**config.mk**
```make
export PLATFORM = sky130hd
export DESIGN_NAME = diffeq_job_ctrl
export DESIGN_NICKNAME = d
export VERILOG_FILES = /design/src/rtl/diffeq_pkg.sv /design/src/rtl/diffeq_iter_counter.sv /design/src/rtl/diffeq_job_ctrl.sv
export SDC_FILE = /design/constraint.sdc
export NUM_CORES = 1
export LEC_CHECK = 0
export CAP_MARGIN = 20
export CORE_ASPECT_RATIO = 0.75
export CORE_MARGIN = 2
export CORE_UTILIZATION = 50
export DETAILED_ROUTE_END_ITERATION = 8
export DONT_BUFFER_PORTS = 1
export GPL_ROUTABILITY_DRIVEN = 0
export HOLD_SLACK_MARGIN = 0.03
export PLACE_DENSITY = 0.69
export SYNTH_ARGS = -nofsm -noshare
export SYNTH_HDL_FRONTEND = slang
export SYNTH_SLANG_ARGS = --single-unit
```
**constraint.sdc**
```tcl
create_clock -name clk -period 3.2 [get_ports clk]
set_clock_uncertainty 0.05 [all_clocks]
set_input_delay 0.48 -clock clk [delete_from_list [all_inputs] [get_ports clk]]
set_output_delay 0.48 -clock clk [all_outputs]
set_load 0.05 [all_outputs]
```
**src/rtl/diffeq_pkg.sv**
```systemverilog
// Shared types and default widths for the diffeq solver job controller.
package diffeq_pkg;

  localparam int unsigned DIFFEQ_WIDTH  = 32;
  localparam int unsigned DIFFEQ_ITER_W = 16;

  typedef enum logic [1:0] {
    ST_IDLE = 2'd0,
    ST_RUN  = 2'd1,
    ST_RSP  = 2'd2
  } state_e;

endpackage

```
**src/rtl/diffeq_iter_counter.sv**
```systemverilog
// Saturating iteration counter: clears on job accept, counts solver updates.
module diffeq_iter_counter #(
  parameter int unsigned ITER_W    = 16,
  parameter int unsigned MAX_COUNT = 65535
) (
  input  logic              clk,
  input  logic              reset,
  input  logic              clr,
  input  logic              en,
  output logic [ITER_W-1:0] count,
  output logic              at_max
);

  localparam logic [ITER_W-1:0] MAX_V = ITER_W'(MAX_COUNT);

  always_ff @(posedge clk) begin
    if (reset) begin
      count <= '0;
    end else if (clr) begin
      count <= '0;
    end else if (en && !at_max) begin
      count <= count + 1'b1;
    end
  end

  assign at_max = (count == MAX_V);

endmodule

```
**src/rtl/diffeq_job_ctrl.sv**
```systemverilog
// Runs one solver job per request: holds the solver in reset when idle,
// detects x >= a or iteration timeout, and returns the final solver state.
module diffeq_job_ctrl
  import diffeq_pkg::*;
#(
  parameter int unsigned WIDTH    = DIFFEQ_WIDTH,
  parameter int unsigned ITER_W   = DIFFEQ_ITER_W,
  parameter int unsigned MAX_ITER = 65535
) (
  input  logic              clk,
  input  logic              reset,
  input  logic              req_valid,
  output logic              req_ready,
  input  logic [WIDTH-1:0]  req_a,
  input  logic [WIDTH-1:0]  req_dx,
  output logic              sol_reset,
  output logic [WIDTH-1:0]  sol_a,
  output logic [WIDTH-1:0]  sol_dx,
  input  logic [WIDTH-1:0]  sol_x,
  input  logic [WIDTH-1:0]  sol_y,
  input  logic [WIDTH-1:0]  sol_u,
  output logic              rsp_valid,
  input  logic              rsp_ready,
  output logic [WIDTH-1:0]  rsp_x,
  output logic [WIDTH-1:0]  rsp_y,
  output logic [WIDTH-1:0]  rsp_u,
  output logic [ITER_W-1:0] rsp_iters,
  output logic              rsp_timeout,
  output logic              busy
);

  state_e            state;
  state_e            state_nxt;
  logic              accept;
  logic              done_hit;
  logic              tmo_hit;
  logic              cnt_en;
  logic [ITER_W-1:0] iters;
  logic              at_max;

  always_ff @(posedge clk) begin
    if (reset) begin
      state <= ST_IDLE;
    end else begin
      state <= state_nxt;
    end
  end

  always_comb begin
    state_nxt = state;
    accept    = 1'b0;
    done_hit  = 1'b0;
    tmo_hit   = 1'b0;
    cnt_en    = 1'b0;
    case (state)
      ST_IDLE: begin
        if (req_valid) begin
          accept    = 1'b1;
          state_nxt = ST_RUN;
        end
      end
      ST_RUN: begin
        // Completion wins over timeout when both hold in the same cycle.
        if (sol_x >= sol_a) begin
          done_hit  = 1'b1;
          state_nxt = ST_RSP;
        end else if (at_max) begin
          tmo_hit   = 1'b1;
          state_nxt = ST_RSP;
        end else begin
          cnt_en = 1'b1;
        end
      end
      ST_RSP: begin
        if (rsp_ready) begin
          state_nxt = ST_IDLE;
        end
      end
      default: state_nxt = ST_IDLE;
    endcase
  end

  // Handshake flags decode the state register only, never the other side's valid/ready.
  assign req_ready = (state == ST_IDLE);
  assign rsp_valid = (state == ST_RSP);
  assign busy      = (state != ST_IDLE);
  assign sol_reset = reset | (state != ST_RUN);

  always_ff @(posedge clk) begin
    if (reset) begin
      sol_a       <= '0;
      sol_dx      <= '0;
      rsp_x       <= '0;
      rsp_y       <= '0;
      rsp_u       <= '0;
      rsp_iters   <= '0;
      rsp_timeout <= 1'b0;
    end else begin
      if (accept) begin
        sol_a  <= req_a;
        sol_dx <= req_dx;
      end
      if (done_hit || tmo_hit) begin
        rsp_x       <= sol_x;
        rsp_y       <= sol_y;
        rsp_u       <= sol_u;
        rsp_iters   <= iters;
        rsp_timeout <= tmo_hit;
      end
    end
  end

  diffeq_iter_counter #(
    .ITER_W    (ITER_W),
    .MAX_COUNT (MAX_ITER)
  ) u_iter_counter (
    .clk    (clk),
    .reset  (reset),
    .clr    (accept),
    .en     (cnt_en),
    .count  (iters),
    .at_max (at_max)
  );

endmodule
```
**Yosys cells after proc, flatten, opt, wreduce, memory -nomap -nowiden**

Index checks and enable logic that the tools add are counted.

- Add/subtract/negate cells: 1
- $mul: 0
- Divide/modulo/power cells: 0
- Magnitude comparators: 1
- Eq/ne operators: 7
- Shift operators: 0
- Muxes and demuxes: 15
- Bitwise logic cells: 1
- Reduce and logical (&&, ||, !) cells: 7

Operators by type and width:

| kind | number |
|---|---|
| >= comparator 32 bit | 1 |
| adder 16 x 1 -> 16 bit (second input constant) | 1 |
| == test 16 bit (second input constant) | 1 |
| two-way mux 1 bit | 10 |
| two-way mux 2 bit | 4 |
| one-hot mux 2 bit (3 select lines) | 1 |
| != test 2 x 1 -> 1 bit (second input constant) | 2 |
| != test 3 x 2 -> 1 bit (second input constant) | 1 |
| AND reduction 3 bit | 1 |
| == test 2 x 1 -> 1 bit (second input constant) | 1 |
| == test 2 bit (second input constant) | 1 |
| logical NOT 2 bit | 1 |
| != test 2 bit (second input constant) | 1 |
| nonzero test 2 bit | 1 |
| OR reduction 2 bit | 1 |
| logical AND 1 bit | 1 |
| logical NOT 1 bit | 1 |
| logical OR 1 bit | 1 |
| OR 1 bit | 1 |

- Flip-flop bits (word level): 195
- Bits in latches: 0
- RAM bits: 0
- ROM bits: 0
- Input bits: 164
- Output and inout bits: 181
- Logic and storage cells: 41
- Memories kept: 0

**Depth between registers and ports, before layout**

Gate-level depths: netlist (run 1).

- Depth in word-level cells: 5
- Depth in mapped cells: 11
- Gate-level depth less buffers: 9

**Modules after synthesis**

From an unflattened synthesis (run 1), not the netlist that was laid out.

- Cells, all modules: 1302
- Area, all modules: 10699.0 µm²

By module, submodules not included:

| module | instances | cells each | area each (µm²) | seq. area each (µm²) |
|---|---|---|---|---|
| diffeq_job_ctrl | 1 | 1205 | 9868.2 | 3583.4 |
| diffeq_iter_counter | 1 | 97 | 830.8 | 320.3 |

**Least setup slack after synthesis (run 1)**

Ideal clock, no wire load.

- Path type: reg-to-reg
- Start point: register sol_a[15]
- End point: register rsp_u[10]
- Arrival time: 2.633 ns
- Setup slack: 0.385 ns
- Stages on the path, launching flop included: 12
- Buffers on the path: 2
- Cell sequence: dfxtp_1 inv_1 ha_1 nand4_1 or3_1 nor4_4 o31a_1 o21ai_2 buf_2 buf_2 nand2_1 a21oi_1

- Word-level cells in the longest chain between the ends: 4
- Elaborated cells on any way between the ends: 6
- Classes of those cells: 1 x order compare; 4 x mux; 1 x reduce/logical

Ends and longest elaborated chain:

| item | RTL line | text |
|---|---|---|
| start: declaration | diffeq_job_ctrl.sv:17 | `output logic [WIDTH-1:0] sol_a,` |
| start signal: assignment | diffeq_job_ctrl.sv:100 | `sol_a <= req_a;` |
| >= comparator 32 bit (*) | diffeq_job_ctrl.sv:64 | `if (sol_x >= sol_a) begin` |
| two-way mux 1 bit | diffeq_job_ctrl.sv:64 |  |
| two-way mux 1 bit | diffeq_job_ctrl.sv:55 | `case (state)` |
| logical OR 1 bit (*) | diffeq_job_ctrl.sv:103 | `if (done_hit \|\| tmo_hit) begin` |
| end signal: assignment | diffeq_job_ctrl.sv:106 | `rsp_u <= sol_u;` |
| end: declaration | diffeq_job_ctrl.sv:26 | `output logic [WIDTH-1:0] rsp_u,` |

Every way passes the cells marked *; elsewhere a longest branch is shown, timed or not.
A chain may end at the register's enable or synchronous reset.

**Final worst setup path (run 1)**

- Start point: register sol_a[15]
- End point: register rsp_u[12]

The elaborated chain is that of the path after synthesis.

==> impl_metrics.toml, run 1 <==
[worst_setup_path]
end_kind = "register"
crit_type = "reg -> reg"
r2r_cells = 10
cp_data_required_time_ns = 3.51
cp.arrival_ns = 3.19
cp-start-kind = "register"
r2r-end = "rsp_u[12]"
r2r_start = "sol_a[15]"
path_max_fanout = 92
r2r_slack_ns = 0.32

[timing]
finalMaxSlewViolations = 0
setup_ws_ns = 0.322
rsz0062_at_grt = "no"
slew-limit-headroom_pct = 33.0
worst_pin_slew_ns = 1.00
fmax_ghz = 0.347
period_share_pct = 89.9
whs_ns = 0.0676
post-route-min-period_ns = 2.88
tns_ns = 0
finalHoldViolations = 0
setup_violations = 0

[final_layout]
final_common_cell = "nand2_1"
final_util_pct = 57.0
drive_above_1_share_pct = 8.36
fin_nets = 1189
fill_cells = 1477
final_cell_mix = "nand2_1, a21oi_1, dfxtp_1"
syn_to_final_growth_pct = 10.8
antenna_cells = 0

[drt]
drtIter0Drc = 486
vias_per_cell = 5.38
firstDrtPassIters = 4
finalWirelength_um = 20600
wl_met1_um = 8090
wl_met2_um = 9870
dr_total_vias = 6515
met3_length_um = 2000
top_layer_used = "met4"
drc = 0
routedWlPerCell_um = 17.0
ant_nets = 0

[worst_hold_path]
hold_depth = 1
hold_path_class = "in -> reg"
hold_start = "reset"
hold_end = "rsp_u[2]"

[clock_network]
clk_latency_ns = 0.42
postCtsSetupRepairBufs = 0
numCtsBuffers = 17
cts.clk_slew.worst_paths_ns = 0.07
cts_sinks = 195
holdBufCountCts = 0
cts-htree-levels = 4
cts_tree = "yes"
cts_root_buffer = "clkbuf_16"
postCtsResizedCells = 0
clockBufferDepth = 2

[synthesis]
syn-instance-count = 994
synth_area_leader_cell = "dfxtp_1"
syn_nets = 1191
synth-main-ff-cell = "dfxtp_1"
synth_edf_count = 0
synthArstFlopShare_pct = 0
synth_area_um2 = 7880
ys.warnings.count = 0
seq_area_frac_synth_pct = 49.5
synthTopCellsByArea = "dfxtp_1, nand2_1, a21oi_1"
netlist.area_leader.share_pct = 49.5
synth.avg_cell_area_um2 = 7.93
synth_cell_types = 47
ys_ff_latch = 195

[power_and_ir_drop]
swShare_pct = 31.1
seq_power_share_pct = 51.9
leakagePower_nw = 3.21
ir_worst_vdd_v = 0.000425
p_clk_share_pct = 36.9
powerDensity_nw_per_um2 = 654
power_switching_mw = 1.77
p_int_mw = 3.94
power_mw = 5.71
combPwrFrac_pct = 11.2

[global_route]
grt_max_degree = 185
antenna_found_initial = 0
grt_pass1_wl_um = 32100
track_usage_pct = 24.1
grt_pass1_vias = 6229
grt-ovfl-total = 0

[floorplan]
rows = 39
die_w_um = 149
die_h_um = 113
dieArea_um2 = 16800
core_um2 = 15300
initial_core_util_pct = 51.4
io_pins = 345

[status]
outcome = "finished, final reports clean"

[place]
pre_cts_ws_ns = 0.201
dp_hpwl_um = 14600
portBuffers = 0

[run]
drv_cap = 0
cells in the mapped netlist (2+ instances only):
cell        n
nor2b_1     2
inv_1      34
nor3_1      2
or3_1       7
mux2i_1     2
a41o_1      2
buf_2      13
or4_1       4
nor4_1      2
nand2b_1    4
nand3_1     6
o211ai_1    3
nand4_1     8
dfxtp_1   195
buf_6       9
a21o_1      3
and2_1      4
o21ai_0     8
clkbuf_1   40
a31oi_1     3
nor2_1      9
ha_1       33
nor4_4      2
a21oi_1   196
nand3_2     2
nand2_1   376
and4_1      3
o21a_1      3
flip-flops by register name, summed over array words and instances, names as in the netlist:
name,cells
rsp_y,32
u_iter_counter.count,16
sol_a,32
sol_dx,32
rsp_iters,16
rsp_x,32
state,2
rsp_u,32
rsp_timeout,1
through the flow:
| step | area [um2] | std cells |
|---|---|---|
| 6_report | 8730 | 1210 |
| 5_1_grt | 8730 | 1210 |
| 4_1_cts | 8730 | 1210 |
| 3_5_place_dp | 8160 | 1178 |
| 3_3_place_gp | 8160 | 1178 |
| 2_1_floorplan | 7880 | 994 |
power groups by stage:
stage | registers, mW | clock network (mW) | logic (mW)
floorplan | 3.10 | 0 | 0.437
global placement | 3.02 | 0 | 0.630
detailed placement | 3.02 | 0 | 0.643
CTS | 2.97 | 2.16 | 0.646
global route | 2.98 | 2.26 | 0.714
finish | 2.97 | 2.11 | 0.639
cell type report:
| type | instances | area, um2 | area share [%] |
|---|---|---|---|
| repair buffers | 42 | 328 | 3.75 |
| flip-flops and latches | 195 | 3900 | 44.7 |
| well taps | 205 | 256 | 2.94 |
| clock inverters | 10 | 124 | 1.42 |
| multi-input cells | 702 | 3540 | 40.5 |
| clock buffers | 22 | 454 | 5.20 |
| inverters | 34 | 128 | 1.46 |
routing by layer:
layer,track usage [%],vias up
li1,-,3258
met1,29.1,2965
met2,38.2,247
met3,8.87,45
met4,11.9,0
met5,0,-
logic make-up after synthesis:
logic type | after synthesis | synth area share [%]
simple gates | 436 | 23.0
compound gates | 229 | 16.0
flops | 195 | 49.5
buf+inv | 97 | 5.68
fa+ha+maj | 33 | 5.24
mux | 3 | 0.397
xor+xnor | 1 | 0.111
worst max-delay path by stage:
stage,cells past startpoint,startpoint,end
after floorplan,11,sol_a[15],rsp_u[10]
after CTS,10,sol_a[15],rsp_u[12]
after detailed placement,9,sol_x[15],rsp_u[12]
final,10,sol_a[15],rsp_u[12]
after global routing,10,sol_a[15],rsp_u[25]
after global placement,9,sol_x[15],rsp_u[8]
critical path: stages (launching register included):
cell	delay (ns)
dfxtp_1	0.33
inv_1	0.06
ha_1	0.33
nand4_1	0.15
or3_1	0.47
o22ai_1	0.38
o31ai_4	0.17
a21oi_4	0.18
buf_12	0.33
nand2_1	0.16
a21oi_1	0.14
(Power assumes the default switching activity.)
==> inputs of run 2 (changes only) <==
--- a/config.mk
+++ b/config.mk
@@ -5,15 +5,13 @@
 export SDC_FILE = /design/constraint.sdc
 export NUM_CORES = 1
 export LEC_CHECK = 0
-export CAP_MARGIN = 20
-export CORE_ASPECT_RATIO = 0.75
-export CORE_MARGIN = 2
-export CORE_UTILIZATION = 50
+export CORE_AREA = 2 2 133 135
 export DETAILED_ROUTE_END_ITERATION = 8
+export DIE_AREA = 0 0 135 137
 export DONT_BUFFER_PORTS = 1
 export GPL_ROUTABILITY_DRIVEN = 0
 export HOLD_SLACK_MARGIN = 0.03
-export PLACE_DENSITY = 0.69
+export PLACE_DENSITY = 0.65
 export SYNTH_ARGS = -nofsm -noshare
 export SYNTH_HDL_FRONTEND = slang
 export SYNTH_SLANG_ARGS = --single-unit
==> impl_metrics.toml, run 2 (synthesized netlist as in run 1, its figures left out) <==
[clock_network]
numCtsBuffers = 17
cts-htree-levels = 4
postCtsSetupRepairBufs = 0
cts.clk_slew.worst_paths_ns = 0.07
cts_root_buffer = "clkbuf_16"
postCtsResizedCells = 0
holdBufCountCts = 0
clockBufferDepth = 2
clk_latency_ns = 0.43
cts_tree = "yes"
cts_sinks = 195

[worst_setup_path]
crit_type = "reg -> reg"
cp.arrival_ns = 3.10
cp_data_required_time_ns = 3.51
cp-start-kind = "register"
r2r_start = "sol_a[19]"
end_kind = "register"
r2r_cells = 10
critPathSlowestCell = "o21ai_4"
r2r_slack_ns = 0.41
path_max_fanout = 42
r2r-end = "rsp_u[20]"
max_stage_delay_ns = 0.47
crit_chain = "inv_1, ha_1, and2_0, a221o_1, a22oi_2, nand3_1, o21ai_4, buf_12, nand2_1, a21oi_1"

[timing]
fmax_ghz = 0.358
period_share_pct = 87.3
post-route-min-period_ns = 2.79
finalHoldViolations = 0
setup_violations = 0
rsz0062_at_grt = "no"
slew-limit-headroom_pct = 31.3
worst_pin_slew_ns = 1.03
tns_ns = 0
finalMaxSlewViolations = 0

[power_and_ir_drop]
swShare_pct = 31.0
leakagePower_nw = 3.25
ir_worst_vdd_v = 0.000353
power_mw = 5.81
combPwrFrac_pct = 11.3
seq_power_share_pct = 51.0
p_int_mw = 4.01
power_switching_mw = 1.80
powerDensity_nw_per_um2 = 658
p_clk_share_pct = 37.7

[global_route]
track_usage_pct = 21.9
grt_max_degree = 185
antenna_found_initial = 0
grt_pass1_wl_um = 31600
grt_pass1_vias = 6017
grt-ovfl-total = 0

[worst_hold_path]
hold_depth = 1
hold_end = "rsp_iters[1]"
hold_path_class = "in -> reg"
hold_start = "reset"

[drt]
drtIter0Drc = 364
finalWirelength_um = 21400
dr_total_vias = 6520
ant_nets = 0
vias_per_cell = 5.30
routedWlPerCell_um = 17.4
firstDrtPassIters = 6
drc = 0

[floorplan]
die_h_um = 137
initial_core_util_pct = 46.2
rows = 48
dieArea_um2 = 18500
die_w_um = 135
io_pins = 345
core_um2 = 17100

[final_layout]
fill_cells = 1685
regArea_um2 = 3900
final_cell_mix = "nand2_1, a21oi_1, dfxtp_1"
syn_to_final_growth_pct = 12.2
antenna_cells = 0
final_common_cell = "nand2_1"
drive_above_1_share_pct = 8.85
multi_input_area_um2 = 3540
fin_nets = 1193

[place]
portBuffers = 0
dp_hpwl_um = 15400

[status]
outcome = "finished, final reports clean"

[run]
drv_cap = 0
run 2: changes by cell type in the layout (fill, tap and decap cells not counted), sizes merged:
cell,delta
buf,+4
bufinv,+1
clkbuf,-4
clkinv,-1
clkinvlp,+1
run 2: power groups by stage:
| stage | combinational, mW | sequential (mW) | clock (mW) |
|---|---|---|---|
| floorplan | 0.437 | 3.10 | 0 |
| global placement | 0.652 | 3.02 | 0 |
| detailed placement | 0.663 | 3.02 | 0 |
| CTS | 0.665 | 2.97 | 2.23 |
| global route | 0.727 | 2.98 | 2.33 |
| finish | 0.659 | 2.96 | 2.19 |
run 2: worst max-delay path by stage:
stage               cells after the start   endpoint  slack, ns       from
floorplan                              11  rsp_u[10]       0.38  sol_a[15]
global placement                       10  rsp_x[30]       0.35   sol_x[0]
detailed placement                     10  rsp_u[20]       0.23   sol_x[0]
CTS                                    10  rsp_u[20]       0.32  sol_a[19]
global route                           10  rsp_u[18]       0.18  sol_a[19]
finish                                 10  rsp_u[20]       0.41  sol_a[19]
run 2: cell type report:
type,instances,share of cell area [%]
Timing Repair Buffer,46,4.47
Tap cell,225,3.18
Sequential cell,195,44.2
Clock buffer,18,4.97
Clock inverter,11,1.73
Multi-Input combinational cell,702,40.1
Inverter,34,1.44
run 2: worst max-delay path: cells and delay by family, from the launching register on:
| kind | cells | cell delay (ns) |
|---|---|---|
| flip-flops | 1 | 0.35 |
| adder cells (fa/ha/maj) | 1 | 0.31 |
| buffers and inverters | 2 | 0.35 |
| AND/OR/NAND/NOR | 3 | 0.42 |
| AO/OA/AOI/OAI | 4 | 1.21 |
run 2: layer usage:
layer	share of wire, %	track usage [%]	vias up
li1	-	-	3271
met5	0	0	-
met2	48	36.3	273
met1	39	24.9	2947
met3	11	9.15	29
met4	2.5	9.03	0
run 2: metrics by stage:
stage,util [%],hold slack (ns),std cells,instance area [um2],worst slack (ns)
global route,51.8,0.0510,1231,8840,0.183
finish,51.8,0.0647,1231,8840,0.406
CTS,51.8,0.0505,1231,8840,0.316
detailed placement,48.4,0.426,1202,8250,0.226
floorplan,-,0.395,994,7880,0.385
global placement,48.4,0.412,1202,8250,0.349
==> inputs of run 3 (changes only) <==
--- a/config.mk
+++ b/config.mk
@@ -10,7 +10,7 @@
 export DIE_AREA = 0 0 135 137
 export DONT_BUFFER_PORTS = 1
 export GPL_ROUTABILITY_DRIVEN = 0
-export HOLD_SLACK_MARGIN = 0.03
+export HOLD_SLACK_MARGIN = 0.06
 export PLACE_DENSITY = 0.65
 export SYNTH_ARGS = -nofsm -noshare
 export SYNTH_HDL_FRONTEND = slang
==> impl_metrics.toml, run 3 (synthesized netlist as in run 1, its figures left out) <==
[timing]
post-route-min-period_ns = 2.80
worst_pin_slew_ns = 1.04
period_share_pct = 87.6
finalHoldViolations = 0
rsz0062_at_grt = "no"
whs_ns = 0.101
fmax_ghz = 0.357
slew-limit-headroom_pct = 30.8
setup_violations = 0
tns_ns = 0
finalMaxSlewViolations = 0

[clock_network]
holdBufCountCts = 2
postCtsSetupRepairBufs = 0
cts_root_buffer = "clkbuf_16"
clk_latency_ns = 0.43
clockBufferDepth = 2
postCtsResizedCells = 0
cts.clk_slew.worst_paths_ns = 0.07
cts-htree-levels = 4
cts_tree = "yes"
cts_sinks = 195
numCtsBuffers = 17

[worst_setup_path]
end_kind = "register"
path_max_fanout = 42
critPathSlowestCell = "o21ai_4"
cpLargestDelayFamily = "compound AO/OA/AOI/OAI gates"
cp-start-kind = "register"
setup.worst_path.start = "sol_a[19]"
crit_chain = "inv_1, ha_1, and2_0, a221o_1, a22oi_2, nand3_1, o21ai_4, buf_12, nand2_1, a21oi_1"
cp_data_required_time_ns = 3.50
path_buf_inv = 2
crit_type = "reg -> reg"
r2r_start = "sol_a[19]"
max_stage_delay_ns = 0.47
cp.arrival_ns = 3.10

[drt]
drc = 0
routedWlPerCell_um = 17.4
finalWirelength_um = 21400
firstDrtPassIters = 5
vias_per_cell = 5.30
ant_nets = 0
drtIter0Drc = 369
dr_total_vias = 6540

[floorplan]
core_um2 = 17100
rows = 48
initial_core_util_pct = 46.2
die_h_um = 137
io_pins = 345
die_w_um = 135
dieArea_um2 = 18500

[place]
post-place-cells = 1202
dp_hpwl_um = 15400
portBuffers = 0

[power_and_ir_drop]
ir_worst_vdd_v = 0.000352
powerDensity_nw_per_um2 = 656
leakagePower_nw = 3.26

[global_route]
grt_pass1_wl_um = 31700
track_usage_pct = 22.0
grt_pass1_vias = 6047
grt_max_degree = 165
grt-ovfl-total = 0
antenna_found_initial = 0

[final_layout]
final_util_pct = 52.0
final_cell_mix = "nand2_1, a21oi_1, dfxtp_1"
antenna_cells = 0
syn_to_final_growth_pct = 12.4
drive_above_1_share_pct = 8.83
fin_nets = 1195
stdcell_count = 1233
final_common_cell = "nand2_1"

[worst_hold_path]
hold_path_class = "in -> reg"
hold_start = "reset"

[run]
drv_cap = 0

[status]
outcome = "finished, final reports clean"
## run 3: changes by cell type in the layout (fill, tap and decap cells not counted)
| cell | delta |
|---|---|
| dlygate4sd3_1 | +2 |
## run 3: cell type report
cell class | count | area, um2
inverters | 34 | 128
clock buffers | 18 | 439
well taps | 225 | 282
fillers | 1683 | 8200
flip-flops and latches | 195 | 3900
repair buffers | 48 | 415
clock inverters | 11 | 153
multi-input cells | 702 | 3540
## run 3: final timing paths
check / to / slack [ns] / depth (start not counted)
setup / recovery: rsp_u[20] / 0.40 / 10
hold / removal: state[1] / 0.10 / 1
setup reg to reg: rsp_u[20] / 0.40 / 10
hold reg to reg: rsp_iters[12] / 0.44 / 2
## run 3: where the power goes
part | internal (mW) | switching, mW | total, mW
combinational | 0.214 | 0.451 | 0.665
clock | 1.25 | 0.940 | 2.19
sequential | 2.55 | 0.413 | 2.96
total | 4.01 | 1.80 | 5.82
## run 3: through the flow
step	total power, mW	instance area, um2	setup WS [ns]
after floorplan	3.53	7880	0.385
after global placement	3.67	8250	0.349
after detailed placement	3.68	8250	0.226
after CTS	5.87	8860	0.316
after global routing	6.05	8860	0.186
final	5.82	8860	0.398
## run 3: layer usage
metal	part of all wire, %	track usage (%)	vias to the layer above	wire [um]
met5	0	0	-	0
met4	2.5	9.03	0	544
met3	11	9.15	28	2380
met2	48	36.3	281	10200
met1	39	25.2	2953	8270
li1	-	-	3278	-
